**config.mk**
```make
export PLATFORM = sky130hd
export DESIGN_NAME = window_fetch
export DESIGN_NICKNAME = d
export VERILOG_FILES = /design/src/rtl/sobel_pkg.sv /design/src/rtl/window_addr_gen.sv /design/src/rtl/window_fetch.sv
export SDC_FILE = /design/constraint.sdc
export NUM_CORES = 1
export LEC_CHECK = 0
export BUFFER_PORTS_ARGS = -buffer_cell sky130_fd_sc_hd__buf_2
export CELL_PAD_IN_SITES_DETAIL_PLACEMENT = 1
export CELL_PAD_IN_SITES_GLOBAL_PLACEMENT = 1
export CORE_MARGIN = 1
export CORE_UTILIZATION = 40
export DETAILED_ROUTE_END_ITERATION = 12
export GPL_TIMING_DRIVEN = 0
export PLACE_DENSITY_LB_ADDON = 0.1
export SLEW_MARGIN = 20
export SYNTH_ARGS = -nofsm -noshare
export SYNTH_HDL_FRONTEND = slang
export SYNTH_SLANG_ARGS = --single-unit
```
**constraint.sdc**
```tcl
create_clock -name clk -period 5.61 [get_ports clk]
set_input_delay 0.561 -clock clk [delete_from_list [all_inputs] [get_ports clk]]
set_output_delay 0.561 -clock clk [all_outputs]
set_load 0.02 [all_outputs]
```
**src/rtl/sobel_pkg.sv**
```systemverilog
// rtl/sobel_pkg.sv - shared direction codes, fetch states and window helpers for the Sobel front end
package sobel_pkg;

    localparam logic [1:0] DIR_FULL  = 2'b00;
    localparam logic [1:0] DIR_RIGHT = 2'b01;
    localparam logic [1:0] DIR_LEFT  = 2'b10;
    localparam logic [1:0] DIR_DOWN  = 2'b11;

    typedef enum logic [1:0] {
        ST_IDLE = 2'd0,
        ST_FULL = 2'd1,
        ST_PART = 2'd2,
        ST_DONE = 2'd3
    } fetch_state_t;

    localparam int PIX_W   = 8;
    localparam int WIN_DIM = 3;
    localparam int WIN_W   = PIX_W * WIN_DIM * WIN_DIM;

    localparam logic [1:0] WIN_ROW_TOP   = 2'd0;
    localparam logic [1:0] WIN_ROW_MID   = 2'd1;
    localparam logic [1:0] WIN_ROW_BOT   = 2'd2;
    localparam logic [1:0] WIN_COL_LEFT  = 2'd0;
    localparam logic [1:0] WIN_COL_MID   = 2'd1;
    localparam logic [1:0] WIN_COL_RIGHT = 2'd2;

    localparam logic [3:0] IDX_FULL_LAST = 4'd8;
    localparam logic [3:0] IDX_PART_LAST = 4'd2;

    // Move the retained pixels so the newly exposed row/column is the one about to be read
    function automatic logic [WIN_W-1:0] shift_window(input logic [WIN_W-1:0] win,
                                                      input logic [1:0] dir);
        logic [WIN_W-1:0] res;
        res = win;
        for (int r = 0; r < WIN_DIM; r++) begin
            case (dir)
                DIR_RIGHT: begin
                    res[(r*3+0)*PIX_W +: PIX_W] = win[(r*3+1)*PIX_W +: PIX_W];
                    res[(r*3+1)*PIX_W +: PIX_W] = win[(r*3+2)*PIX_W +: PIX_W];
                end
                DIR_LEFT: begin
                    res[(r*3+2)*PIX_W +: PIX_W] = win[(r*3+1)*PIX_W +: PIX_W];
                    res[(r*3+1)*PIX_W +: PIX_W] = win[(r*3+0)*PIX_W +: PIX_W];
                end
                DIR_DOWN: begin
                    res[(0*3+r)*PIX_W +: PIX_W] = win[(1*3+r)*PIX_W +: PIX_W];
                    res[(1*3+r)*PIX_W +: PIX_W] = win[(2*3+r)*PIX_W +: PIX_W];
                end
                default: ;
            endcase
        end
        return res;
    endfunction

endpackage

```
**src/rtl/window_addr_gen.sv**
```systemverilog
// rtl/window_addr_gen.sv - maps (centre, row length, direction, read index) to frame address and window slot
module window_addr_gen
    import sobel_pkg::*;
(
    input  logic [7:0] i_center,
    input  logic [7:0] i_length,
    input  logic [1:0] i_dir,
    input  logic [3:0] i_idx,
    output logic [7:0] o_addr,
    output logic [3:0] o_slot
);

    logic [1:0] w_row;
    logic [1:0] w_col;
    logic [7:0] w_row_off;
    logic [7:0] w_col_off;

    // Pick the window cell for this read: full loads walk row-major, moves walk the exposed edge
    always_comb begin
        w_row = WIN_ROW_MID;
        w_col = WIN_COL_MID;
        case (i_dir)
            DIR_RIGHT: begin
                w_row = i_idx[1:0];
                w_col = WIN_COL_RIGHT;
            end
            DIR_LEFT: begin
                w_row = i_idx[1:0];
                w_col = WIN_COL_LEFT;
            end
            DIR_DOWN: begin
                w_row = WIN_ROW_BOT;
                w_col = i_idx[1:0];
            end
            default: begin
                if (i_idx < 4'd3) begin
                    w_row = WIN_ROW_TOP;
                    w_col = i_idx[1:0];
                end else if (i_idx < 4'd6) begin
                    w_row = WIN_ROW_MID;
                    w_col = 2'(i_idx - 4'd3);
                end else begin
                    w_row = WIN_ROW_BOT;
                    w_col = 2'(i_idx - 4'd6);
                end
            end
        endcase
    end

    // Offsets wrap modulo 256 so the window simply folds around the frame memory
    assign w_row_off = (w_row == WIN_ROW_TOP) ? (8'd0 - i_length) :
                       (w_row == WIN_ROW_BOT) ? i_length : 8'd0;
    assign w_col_off = (w_col == WIN_COL_LEFT)  ? 8'hFF :
                       (w_col == WIN_COL_RIGHT) ? 8'h01 : 8'h00;

    assign o_addr = i_center + w_row_off + w_col_off;
    assign o_slot = ({2'b00, w_row} * 4'd3) + {2'b00, w_col};

endmodule

```
**src/rtl/window_fetch.sv**
```systemverilog
// rtl/window_fetch.sv - 3x3 Sobel window fetcher; optional read timeout under FETCH_TIMEOUT_EN
module window_fetch
    import sobel_pkg::*;
#(
    parameter int TIMEOUT_CYCLES = 16
) (
    input  logic        clk,
    input  logic        n_reset,
    input  logic        load_initial,
    input  logic        fetch_req,
    input  logic [1:0]  direction,
    input  logic [7:0]  center_addr,
    input  logic [11:0] length,
    output logic [7:0]  mem_addr,
    output logic        mem_read,
    input  logic [7:0]  mem_rdata,
    input  logic        mem_ack,
    output logic [71:0] window,
    output logic        window_valid,
    output logic        busy,
    output logic        fetch_err
);

    if (TIMEOUT_CYCLES < 1) begin : g_bad_timeout
        $error("TIMEOUT_CYCLES must be at least 1");
    end

    fetch_state_t r_state;
    logic [1:0]   r_dir;
    logic [3:0]   r_idx;
    logic [3:0]   r_slot;
    logic [7:0]   r_mem_addr;
    logic         r_mem_read;
    logic [71:0]  r_window;
    logic         r_valid;

    logic         w_busy;
    logic         w_accept;
    logic         w_last;
    logic         w_take;
    logic [7:0]   w_byte;
    logic [1:0]   w_new_dir;
    logic [1:0]   w_gen_dir;
    logic [3:0]   w_gen_idx;
    logic [3:0]   w_gen_slot;
    logic [7:0]   w_gen_addr;
    logic         w_unused_len_hi;

    assign w_unused_len_hi = ^length[11:8];

    assign w_busy    = (r_state == ST_FULL) || (r_state == ST_PART);
    // load_initial always wins; fetch_req only lands when nothing is in flight
    assign w_accept  = load_initial || (fetch_req && !w_busy);
    assign w_new_dir = load_initial ? DIR_FULL : direction;
    assign w_gen_dir = w_accept ? w_new_dir : r_dir;
    assign w_gen_idx = w_accept ? 4'd0 : (r_idx + 4'd1);
    assign w_last    = (r_idx == ((r_dir == DIR_FULL) ? IDX_FULL_LAST : IDX_PART_LAST));

    window_addr_gen u_addr_gen (
        .i_center (center_addr),
        .i_length (length[7:0]),
        .i_dir    (w_gen_dir),
        .i_idx    (w_gen_idx),
        .o_addr   (w_gen_addr),
        .o_slot   (w_gen_slot)
    );

`ifdef FETCH_TIMEOUT_EN
    localparam int TMO_W = $clog2(TIMEOUT_CYCLES + 1);

    logic [TMO_W-1:0] r_tmo_cnt;
    logic             r_err;
    logic             w_tmo_hit;

    assign w_tmo_hit = r_mem_read && !mem_ack && (r_tmo_cnt == TMO_W'(TIMEOUT_CYCLES - 1));
    assign w_take    = r_mem_read && (mem_ack || w_tmo_hit);
    assign w_byte    = mem_ack ? mem_rdata : 8'h00;
    assign fetch_err = r_err;

    // Per-read wait counter, restarted whenever a new address goes out
    always_ff @(posedge clk) begin
        if (!n_reset) begin
            r_tmo_cnt <= '0;
        end else if (w_accept || !r_mem_read || mem_ack || w_tmo_hit) begin
            r_tmo_cnt <= '0;
        end else begin
            r_tmo_cnt <= r_tmo_cnt + 1'b1;
        end
    end

    // Sticky error: any abandoned read is remembered until reset
    always_ff @(posedge clk) begin
        if (!n_reset) begin
            r_err <= 1'b0;
        end else if (w_tmo_hit && !w_accept) begin
            r_err <= 1'b1;
        end
    end
`else
    assign w_take    = r_mem_read && mem_ack;
    assign w_byte    = mem_rdata;
    assign fetch_err = 1'b0;
`endif

    // Fetch sequencer: accept, shift, issue one read at a time, land bytes into their slots
    always_ff @(posedge clk) begin
        if (!n_reset) begin
            r_state    <= ST_IDLE;
            r_dir      <= DIR_FULL;
            r_idx      <= 4'd0;
            r_slot     <= 4'd0;
            r_mem_addr <= 8'd0;
            r_mem_read <= 1'b0;
            r_window   <= '0;
            r_valid    <= 1'b0;
        end else if (w_accept) begin
            r_state    <= (w_new_dir == DIR_FULL) ? ST_FULL : ST_PART;
            r_dir      <= w_new_dir;
            r_idx      <= 4'd0;
            r_slot     <= w_gen_slot;
            r_mem_addr <= w_gen_addr;
            r_mem_read <= 1'b1;
            r_valid    <= 1'b0;
            r_window   <= shift_window(r_window, w_new_dir);
        end else if (w_busy && w_take) begin
            r_window[{r_slot, 3'b000} +: PIX_W] <= w_byte;
            if (w_last) begin
                r_state    <= ST_DONE;
                r_mem_read <= 1'b0;
                r_valid    <= 1'b1;
            end else begin
                r_idx      <= r_idx + 4'd1;
                r_slot     <= w_gen_slot;
                r_mem_addr <= w_gen_addr;
            end
        end
    end

    assign mem_addr     = r_mem_addr;
    assign mem_read     = r_mem_read;
    assign window       = r_window;
    assign window_valid = r_valid;
    assign busy         = w_busy;

endmodule

```
==> results by stage, run 1 <==
Cells and area:
- The ratio of cells with drive above 1 in the final layout is 0.178.
- The area occupied by multi-input gates is 4100 um2.
- The post-route cell area is between 7000 and 8000 um2.
- The final-layout fill cell count is 1896.
- The antenna diode count is 0.
- The area added between synthesis and finish is 18.3%.
- The final layout contains ~960 nets.
- In the final layout, flip-flops and latches occupy 1880 um2.

Yosys:
- Synthesis produced a netlist with a net count of 840.
- In this run the cell area of the synthesized design comes to around 6300 um2.
- The number of synthesized flops with an enable pin is 0.
- The mean instance size in the synthesized netlist is 8.12 um2.
- Synthesis inferred 94 register bits.
- The distinct cell type count after synthesis is 63.
- Yosys printed 0 warnings.
- The most used flip-flop cell after synthesis is sky130_fd_sc_hd__dfxtp_1.
- The sequential share of the synthesized area is 0.300.
- The synthesized instance count is between 700 and 800.
- In the synthesized netlist the async set-or-reset flop fraction comes to 0.

Route:
- After detailed routing, the average wire length per cell comes to approximately 20 um.
- The post-detailed-route DRC marker count is 0.
- For this block, the routed nets add up to 22600 um of wire.
- The first routing iteration left roughly 340 violations.
- The detailed route wirelength on metal2 is 10100 um.
- The first TritonRoute pass finished after 5 iterations.
- In the routed layout, each cell is associated on average with a via count of between 5 and 6.
- The highest metal layer with signal wires is met4.
- The detailed router placed approximately 6500 vias in this run.
- In this run the remaining antenna-violating nets after routing total 0.
- The detailed-route wire length on metal 1 is 10800 um.
- The routed length on met3 is 1330 um.

Worst setup path:
- The critical path class is reg2reg.
- Data arrives at the worst endpoint at ~5.5 ns.
- The maximum fanout along the worst path is 10.
- The type of origin of the critical path is a flop.
- For the worst setup path, the data required time is approximately 5.9 ns.
- The element type at the critical path end is a flop.
- The worst setup slack for register-to-register paths is between 0.3 and 0.4 ns.

Flow run:
- The tool flagged a number of max-cap violations equal to 0.

Timing:
- Setup repair after global routing left no endpoint under its margin.
- For this run, the top clock speed supported by timing is 0.191 GHz.
- The final-report setup violation count is 0.
- Across all hold checks on the routed design, the worst slack comes to between 0.4 and 0.5 ns.
- The number of pins with negative max-slew slack in the final report is 0.
- Of the available clock period, the critical path in the final layout requires 0.936.
- The transition time at the pin with the least slew margin is roughly 1 ns.
- Headroom to the max-slew limit came out at 0.339.
- The clock period minus final worst setup slack is roughly 5.2 ns.
- The number of hold violations in the final report was 0.
- On the final layout, the worst clock skew is approximately 0.0096 ns.
- The summed negative setup slack over all endpoints is 0 ns.

Clock network:
- At the later pin of the worst-skew pair, clock insertion delay measures ~0.36 ns.
- The post-CTS clock slew at the launch and capture registers of the worst setup and hold paths is roughly 0.070 ns.
- TritonCTS built the clock tree.
- The clock tree root buffer cell is sky130_fd_sc_hd__clkbuf_16.
- The clock tree buffer depth is 2.
- In this run the number of H-tree levels came out at 3.
- Counting the buffers created by CTS gives 9.
- The total number of clock tree sinks is 94.

Status:
- The run finished with clean final reports.

Global routing:
- The initial antenna violation count was 0.
- The first global-routing pass estimated 35800 um of wire.
- The number of global-route vias before repair is between 6000 and 7000.
- The total overflow left after global routing is 0.
- The global-route usage over all layers is 0.285.
- Entering global routing, the biggest net connects 18 pins.

Power:
- The final total power is around 2100 uW.
- The cell leakage power is roughly 0.0036 uW.
- Dividing total power by cell area gives a power density of 285 nW/um2.
- The peak supply drop is 0.213 mV.

Placement:
- Once placement finished, the instance area stood at about 7100 um2.
- The placer's final routability congestion estimate is around 0.84.
- Detailed placement ended at an HPWL of 17700 um.
- Input and output buffers added on the ports amount to 103.

Floorplan:
- The effective utilization at floorplan is 0.411.
- The row count is between 40 and 50.
- The floorplan step defined a core boundary enclosing roughly 15000 um2.
- In this run the horizontal extent of the chip is about 130 um.
- The overall die area is 16200 um2.
- The number of ports placed on the die boundary is between 100 and 150.
- The die is 127 um tall.

Hold path:
- In this run the worst hold path is classified as reg2reg.
metrics by stage:
| step | setup slack [ns] | std cells | util |
|---|---|---|---|
| after global routing | 0.0268 | 1103 | 0.486 |
| after global placement | -0.290 | 1086 | 0.462 |
| after CTS | 0.0470 | 1102 | 0.484 |
| final | 0.361 | 1103 | 0.486 |
| after floorplan | 0.539 | 772 | - |
| after detailed placement | -0.548 | 1086 | 0.462 |
placed cells by master, fill, tap and decap left out, types with 3 or more instances in the layout:
master and instances:
sky130_fd_sc_hd__a211oi_1 10, sky130_fd_sc_hd__a21boi_0 11, sky130_fd_sc_hd__a21o_1 8, sky130_fd_sc_hd__a21oi_1 47, sky130_fd_sc_hd__a21oi_2 3, sky130_fd_sc_hd__a22oi_1 40
sky130_fd_sc_hd__a31o_2 3, sky130_fd_sc_hd__a31oi_1 4, sky130_fd_sc_hd__and2_1 11, sky130_fd_sc_hd__and3_1 3, sky130_fd_sc_hd__buf_1 10, sky130_fd_sc_hd__buf_2 114
sky130_fd_sc_hd__buf_4 6, sky130_fd_sc_hd__clkbuf_1 30, sky130_fd_sc_hd__clkbuf_16 9, sky130_fd_sc_hd__dfxtp_1 94, sky130_fd_sc_hd__fa_1 5, sky130_fd_sc_hd__ha_1 26
sky130_fd_sc_hd__inv_1 23, sky130_fd_sc_hd__inv_6 3, sky130_fd_sc_hd__mux2i_1 34, sky130_fd_sc_hd__nand2_1 126, sky130_fd_sc_hd__nand2b_1 7, sky130_fd_sc_hd__nand3_1 6
sky130_fd_sc_hd__nor2_1 42, sky130_fd_sc_hd__nor2b_1 21, sky130_fd_sc_hd__nor3_1 14, sky130_fd_sc_hd__o211a_1 57, sky130_fd_sc_hd__o211ai_1 26, sky130_fd_sc_hd__o21ai_0 31
sky130_fd_sc_hd__o21ai_1 3, sky130_fd_sc_hd__or3_1 3, sky130_fd_sc_hd__xnor2_1 10, sky130_fd_sc_hd__xor2_1 7
critical path: stages, from the launching register on:
cell and delay (ns):
sky130_fd_sc_hd__dfxtp_1 0.44, sky130_fd_sc_hd__xnor2_4 0.12, sky130_fd_sc_hd__a21oi_4 0.23, sky130_fd_sc_hd__clkbuf_4 0.25
sky130_fd_sc_hd__clkbuf_4 0.26, sky130_fd_sc_hd__buf_4 0.24, sky130_fd_sc_hd__a21oi_2 0.11, sky130_fd_sc_hd__ha_1 0.33
sky130_fd_sc_hd__a21oi_1 0.13, sky130_fd_sc_hd__nor2_1 0.05, sky130_fd_sc_hd__a31o_2 0.26, sky130_fd_sc_hd__inv_1 0.15
sky130_fd_sc_hd__ha_4 0.20, sky130_fd_sc_hd__clkbuf_2 0.23, sky130_fd_sc_hd__o21ai_0 0.13, sky130_fd_sc_hd__ha_1 0.30
sky130_fd_sc_hd__ha_1 0.23, sky130_fd_sc_hd__fa_1 0.42, sky130_fd_sc_hd__a21o_1 0.19, sky130_fd_sc_hd__a21oi_2 0.17
sky130_fd_sc_hd__o21bai_1 0.08, sky130_fd_sc_hd__a21oi_1 0.19, sky130_fd_sc_hd__xnor2_1 0.17, sky130_fd_sc_hd__nand2b_1 0.15
sky130_fd_sc_hd__o211ai_2 0.07
metal layers:
layer,up-vias,global-route usage
li1,3022,-
met3,34,0.0523
met2,210,0.459
met5,-,0
met4,0,0.0868
met1,3207,0.389
power by group:
part           internal (uW)  switching, uW
Sequential               731           75.9
Combinational            257            410
Clock                    351            293
Total                   1340            779
cells in the mapped netlist (2+ instances only):
cell type / number / area (um2)
sky130_fd_sc_hd__nor2b_1: 21 / 131
sky130_fd_sc_hd__a22o_1: 2 / 17.5
sky130_fd_sc_hd__fa_1: 5 / 100
sky130_fd_sc_hd__a31o_2: 3 / 26.3
sky130_fd_sc_hd__and3_1: 3 / 18.8
sky130_fd_sc_hd__xnor2_1: 10 / 87.6
sky130_fd_sc_hd__ha_1: 28 / 350
sky130_fd_sc_hd__nand2_1: 126 / 473
sky130_fd_sc_hd__nor2_1: 42 / 158
sky130_fd_sc_hd__a21o_1: 8 / 60.1
sky130_fd_sc_hd__nor3b_1: 2 / 15.0
sky130_fd_sc_hd__a211oi_1: 10 / 75.1
sky130_fd_sc_hd__buf_1: 10 / 37.5
sky130_fd_sc_hd__a21boi_0: 11 / 82.6
sky130_fd_sc_hd__o21ai_1: 3 / 15.0
sky130_fd_sc_hd__o211a_1: 57 / 571
sky130_fd_sc_hd__clkbuf_1: 32 / 120
sky130_fd_sc_hd__inv_1: 23 / 86.3
sky130_fd_sc_hd__a31oi_1: 4 / 25.0
sky130_fd_sc_hd__nand3_1: 6 / 30.0
sky130_fd_sc_hd__and2_1: 11 / 68.8
sky130_fd_sc_hd__o21bai_1: 2 / 15.0
sky130_fd_sc_hd__o211ai_1: 26 / 195
sky130_fd_sc_hd__a22oi_1: 41 / 308
sky130_fd_sc_hd__or3_1: 3 / 18.8
sky130_fd_sc_hd__o21ai_0: 31 / 155
sky130_fd_sc_hd__a21oi_1: 49 / 245
sky130_fd_sc_hd__mux2i_1: 34 / 340
sky130_fd_sc_hd__dfxtp_1: 94 / 1880
sky130_fd_sc_hd__buf_2: 14 / 70.1
sky130_fd_sc_hd__nand2b_1: 7 / 43.8
sky130_fd_sc_hd__xor2_1: 7 / 61.3
sky130_fd_sc_hd__buf_4: 3 / 22.5
sky130_fd_sc_hd__a21oi_2: 2 / 17.5
sky130_fd_sc_hd__nor3_1: 14 / 70.1
area by class of cell:
type                    count  area share
repair buffers            105      0.0715
plain buffers              59      0.0351
clock buffers               9      0.0303
multi-input cells         595       0.552
clock inverters             7      0.0105
inverters                  23      0.0116
flip-flops and latches     94       0.254
well taps                 211      0.0356
logic make-up (layout without fill, tap and decap cells):
| logic type | Yosys count | count (layout) | synth area share |
|---|---|---|---|
| adders and majority gates | 33 | 33 | 0.0718 |
| muxes | 34 | 34 | 0.0543 |
| AOI/OAI and AO/OA | 265 | 265 | 0.316 |
| other | 1 | 1 | 0.000598 |
| xor gates and xnor gates | 18 | 18 | 0.0263 |
| buffers and inverters | 83 | 203 | 0.0545 |
| and+or+nand+nor | 244 | 244 | 0.176 |
| DFF | 94 | 94 | 0.300 |
final timing paths:
check | start | to | cells after the start
max | r_state[0] | mem_addr[7] | 24
max reg2reg | r_state[0] | mem_addr[7] | 24
min reg2reg | window_valid | window_valid | 2
min | window_valid | window_valid | 2
registers in the layout (all words and copies together), names as in the netlist:
register and cells:
r_state 2, r_dir 2, mem_addr 8, window 72, r_idx 4, r_slot 4, mem_read 1, window_valid 1
repair_timing:
action / CTS / global route
buffers inserted: 0 / 2
hold buffers: 0 / 0
endpoints found under the hold margin: 0 / 0
pin swaps: 0 / 1
setup endpoints to repair: 3 / 2
resized for setup: 6 / 7
(Power assumes the default switching activity.)
==> run 2: changes to the inputs <==
- PLACE_DENSITY: unset -> 0.86
- PLACE_DENSITY_LB_ADDON: 0.1 -> unset
==> results by stage, run 2 (same netlist as run 1, synthesis figures left out) <==
Power:
- The final total power is 2060 uW (-2.5%).
- The peak supply drop is 0.161 mV (-25%).
- The power density over the cells is 280 nW/um2 (-2.0%).
- The cell leakage power is 0.00355 uW (-0.17%).

Flow run:
- The max-capacitance violation count is 0 (unchanged).

Clock network:
- The total number of clock tree sinks is 94 (unchanged).
- The H-tree depth is 3 (unchanged).
- The hold-fix buffer count after cts came to 0 (unchanged).
- The post-CTS clock slew at the launch and capture registers of the worst setup and hold paths was 0.07 ns (about the same).
- The clock tree buffer depth came to 2 (unchanged).
- TritonCTS built the clock tree.
- The number of buffers created by CTS is 9 (unchanged).
- Clock tree synthesis selected as its root buffer the cell sky130_fd_sc_hd__clkbuf_16.
- The clock latency of the later-clocked register in the worst-skew pair is 0.36 ns (about the same).

Status:
- The flow ran to the end, and the final reports show no timing, DRC or antenna violations.

Timing:
- The summed negative setup slack over all endpoints came to 0 ns (unchanged).
- The clock period minus final worst setup slack is 5.28 ns (+0.0293 ns).
- The share of the clock period used by the worst path after layout is 0.941 (+0.00522).
- The transition time at the pin with the least slew margin is 0.833 ns (-0.154 ns).
- The clock skew after layout was 0.00996 ns (+0.000321 ns).
- The number of pins with negative max-slew slack in the final report is 0 (unchanged).
- The final-report setup violation count came to 0 (unchanged).
- The number of hold violations in the final report is 0 (unchanged).
- Setup repair after global routing left no endpoint under its margin.
- The worst relative slew slack is 0.442 (+0.103).
- The timing-limited maximum frequency was 0.189 GHz (-0.55%).

Global routing:
- The aggregate global routing overflow is 0 (unchanged).
- The initial antenna violation count came to 0 (unchanged).
- The global-route usage over all layers is 0.272 (-0.0131).
- The pin count of the biggest net entering global routing is 18 (unchanged).
- The wire length of the first global-routing pass is 34600 um (-3.5%).
- The number of global-route vias before repair was 6491 (-0.73%).

Worst setup path:
- The worst endpoint data arrival time is 5.51 ns (+0.02 ns).
- The critical path buffer and inverter count came to 5 (unchanged).
- The type of origin of the critical path is a flop.
- Walking the worst path, the cells encountered are xnor2_4 -> a21oi_4 -> buf_4 -> clkbuf_4 -> buf_4 -> a21oi_2 -> ha_1 -> a21oi_1 -> nor2_1 -> a31o_2 -> inv_1 -> ha_2 -> clkbuf_2 -> o21ai_0 -> ha_1 -> ha_1 -> fa_1 -> a21o_1 -> a21oi_1 -> o21bai_1 -> a21oi_1 -> xnor2_1 -> nand2b_1 -> o211ai_2.
- The instance count on the critical path came to 24 (unchanged).
- The element type at the critical path end is a flop.
- The length in cells of the worst reg-to-reg path is 24 (unchanged).
- The critical path is of the reg2reg type.
- The maximum cell stage delay along the critical path is 0.43 ns (about the same).
- The required time at the endpoint of the critical path is 5.85 ns (about the same).
- The cell at the slowest stage of the critical path is sky130_fd_sc_hd__dfxtp_1.
- The maximum fanout along the worst path is 10 (unchanged).
- Among cell families on the critical path, the largest total delay comes from compound AO/OA/AOI/OAI gates.

Floorplan:
- The horizontal die dimension is 127 um (unchanged).
- The effective utilization at floorplan is 0.411 (unchanged).
- The core box area is 15300 um2 (unchanged).
- The number of ports placed on the die boundary is 119 (unchanged).
- The row count is 45 (unchanged).
- The overall die area is 16200 um2 (unchanged).
- The overall die height was 127 um (unchanged).

Hold path:
- The worst hold path cell count is 2 (unchanged).
- The min-delay analysis places its worst path in the category reg2reg.

Placement:
- The placer's final routability congestion estimate is 0.876 (+4.5%).
- The count of buffers inserted at the top-level ports is 103 (unchanged).
- The total half-perimeter wirelength after legalization and detailed placement came to 16700 um (-5.6%).

Route:
- The DRC violation total after the first TritonRoute iteration came to 541 (+58%).
- The wire length reported by the detailed router came to 21500 um (-5.0%).
- The total number of vias is 6399 (-1.1%).
- The detailed-route vias per instance is 5.80 (-1.1%).
- The post-detailed-route DRC marker count was 0 (unchanged).
- The number of detailed-route iterations in the first pass is 5 (unchanged).
- The remaining number of nets flagged by the antenna check after routing came to 0 (unchanged).
- The routed wirelength normalized by instance count is 19.5 um (-5.0%).

Cells and area:
- The net count reported at finish was 955 (unchanged).
- In the layout the commonest cells are sky130_fd_sc_hd__nand2_1 (126), sky130_fd_sc_hd__buf_2 (114), sky130_fd_sc_hd__dfxtp_1 (94), sky130_fd_sc_hd__o211a_1 (57), sky130_fd_sc_hd__a21oi_1 (48).
- The final-layout fill cell count came to 1914 (+0.95%).
- Relative to the synthesized area, the layout overhead comes to 17.7%.
- The ratio of cells with drive above 1 in the final layout came to 0.176 (-0.00224).
- The antenna diode count was 0 (unchanged).
- The leading cell type in the layout, fill and taps excluded is sky130_fd_sc_hd__nand2_1.
- The number of flip-flops under the largest register name is 72 (unchanged).
## run 2: layer usage
metal	global-route usage	share of wire	vias to the layer above	routed length [um]
met3	0.0377	0.056	33	1200
met4	0.103	0.020	0	420
met2	0.448	0.46	236	9830
met1	0.363	0.47	3115	10000
met5	0	0	-	0
li1	-	-	3015	-
## run 2: stage by stage
stage | hold WS, ns | util | cells | area [um2] | setup WS, ns
floorplan | 0.474 | - | 772 | 6270 | 0.539
CTS | 0.478 | 0.482 | 1102 | 7360 | 0.0350
detailed placement | 0.469 | 0.462 | 1086 | 7050 | -0.441
global route | 0.508 | 0.484 | 1103 | 7380 | 0.0197
finish | 0.471 | 0.484 | 1103 | 7380 | 0.332
global placement | 0.452 | 0.462 | 1086 | 7050 | -0.332
## run 2: final timing paths
path / endpoint / slack, ns / startpoint
hold / removal: mem_addr[5] / 0.47 / mem_addr[5]
setup reg to reg: mem_addr[7] / 0.33 / r_state[0]
hold reg to reg: mem_addr[5] / 0.47 / mem_addr[5]
setup / recovery: mem_addr[7] / 0.33 / r_state[0]
## run 2: timing repair
action | 4_1_cts | 5_1_grt
setup endpoints to repair | 3 | 2
pin swaps | 0 | 1
setup buffers | 0 | 2
resized for setup | 5 | 5
## run 2: final cells by class
cell class | instances | area, um2 | area share
Tap cell | 211 | 264 | 0.0358
Sequential cell | 94 | 1880 | 0.255
Buffer | 59 | 260 | 0.0352
Clock buffer | 9 | 225 | 0.0305
Clock inverter | 7 | 56.3 | 0.00763
Multi-Input combinational cell | 595 | 4080 | 0.552
Timing Repair Buffer | 105 | 531 | 0.0719
Inverter | 23 | 86.3 | 0.0117
## run 2: worst min-delay path, stage by stage, from the launching register on
cell                       delay, ns
sky130_fd_sc_hd__dfxtp_1        0.31
sky130_fd_sc_hd__nand2_1        0.05
sky130_fd_sc_hd__a21boi_0       0.07
## run 2: power by group
part / internal (uW) / switching (uW) / total [uW]
logic: 254 / 404 / 659
registers: 730 / 73.3 / 804
clock network: 307 / 295 / 602
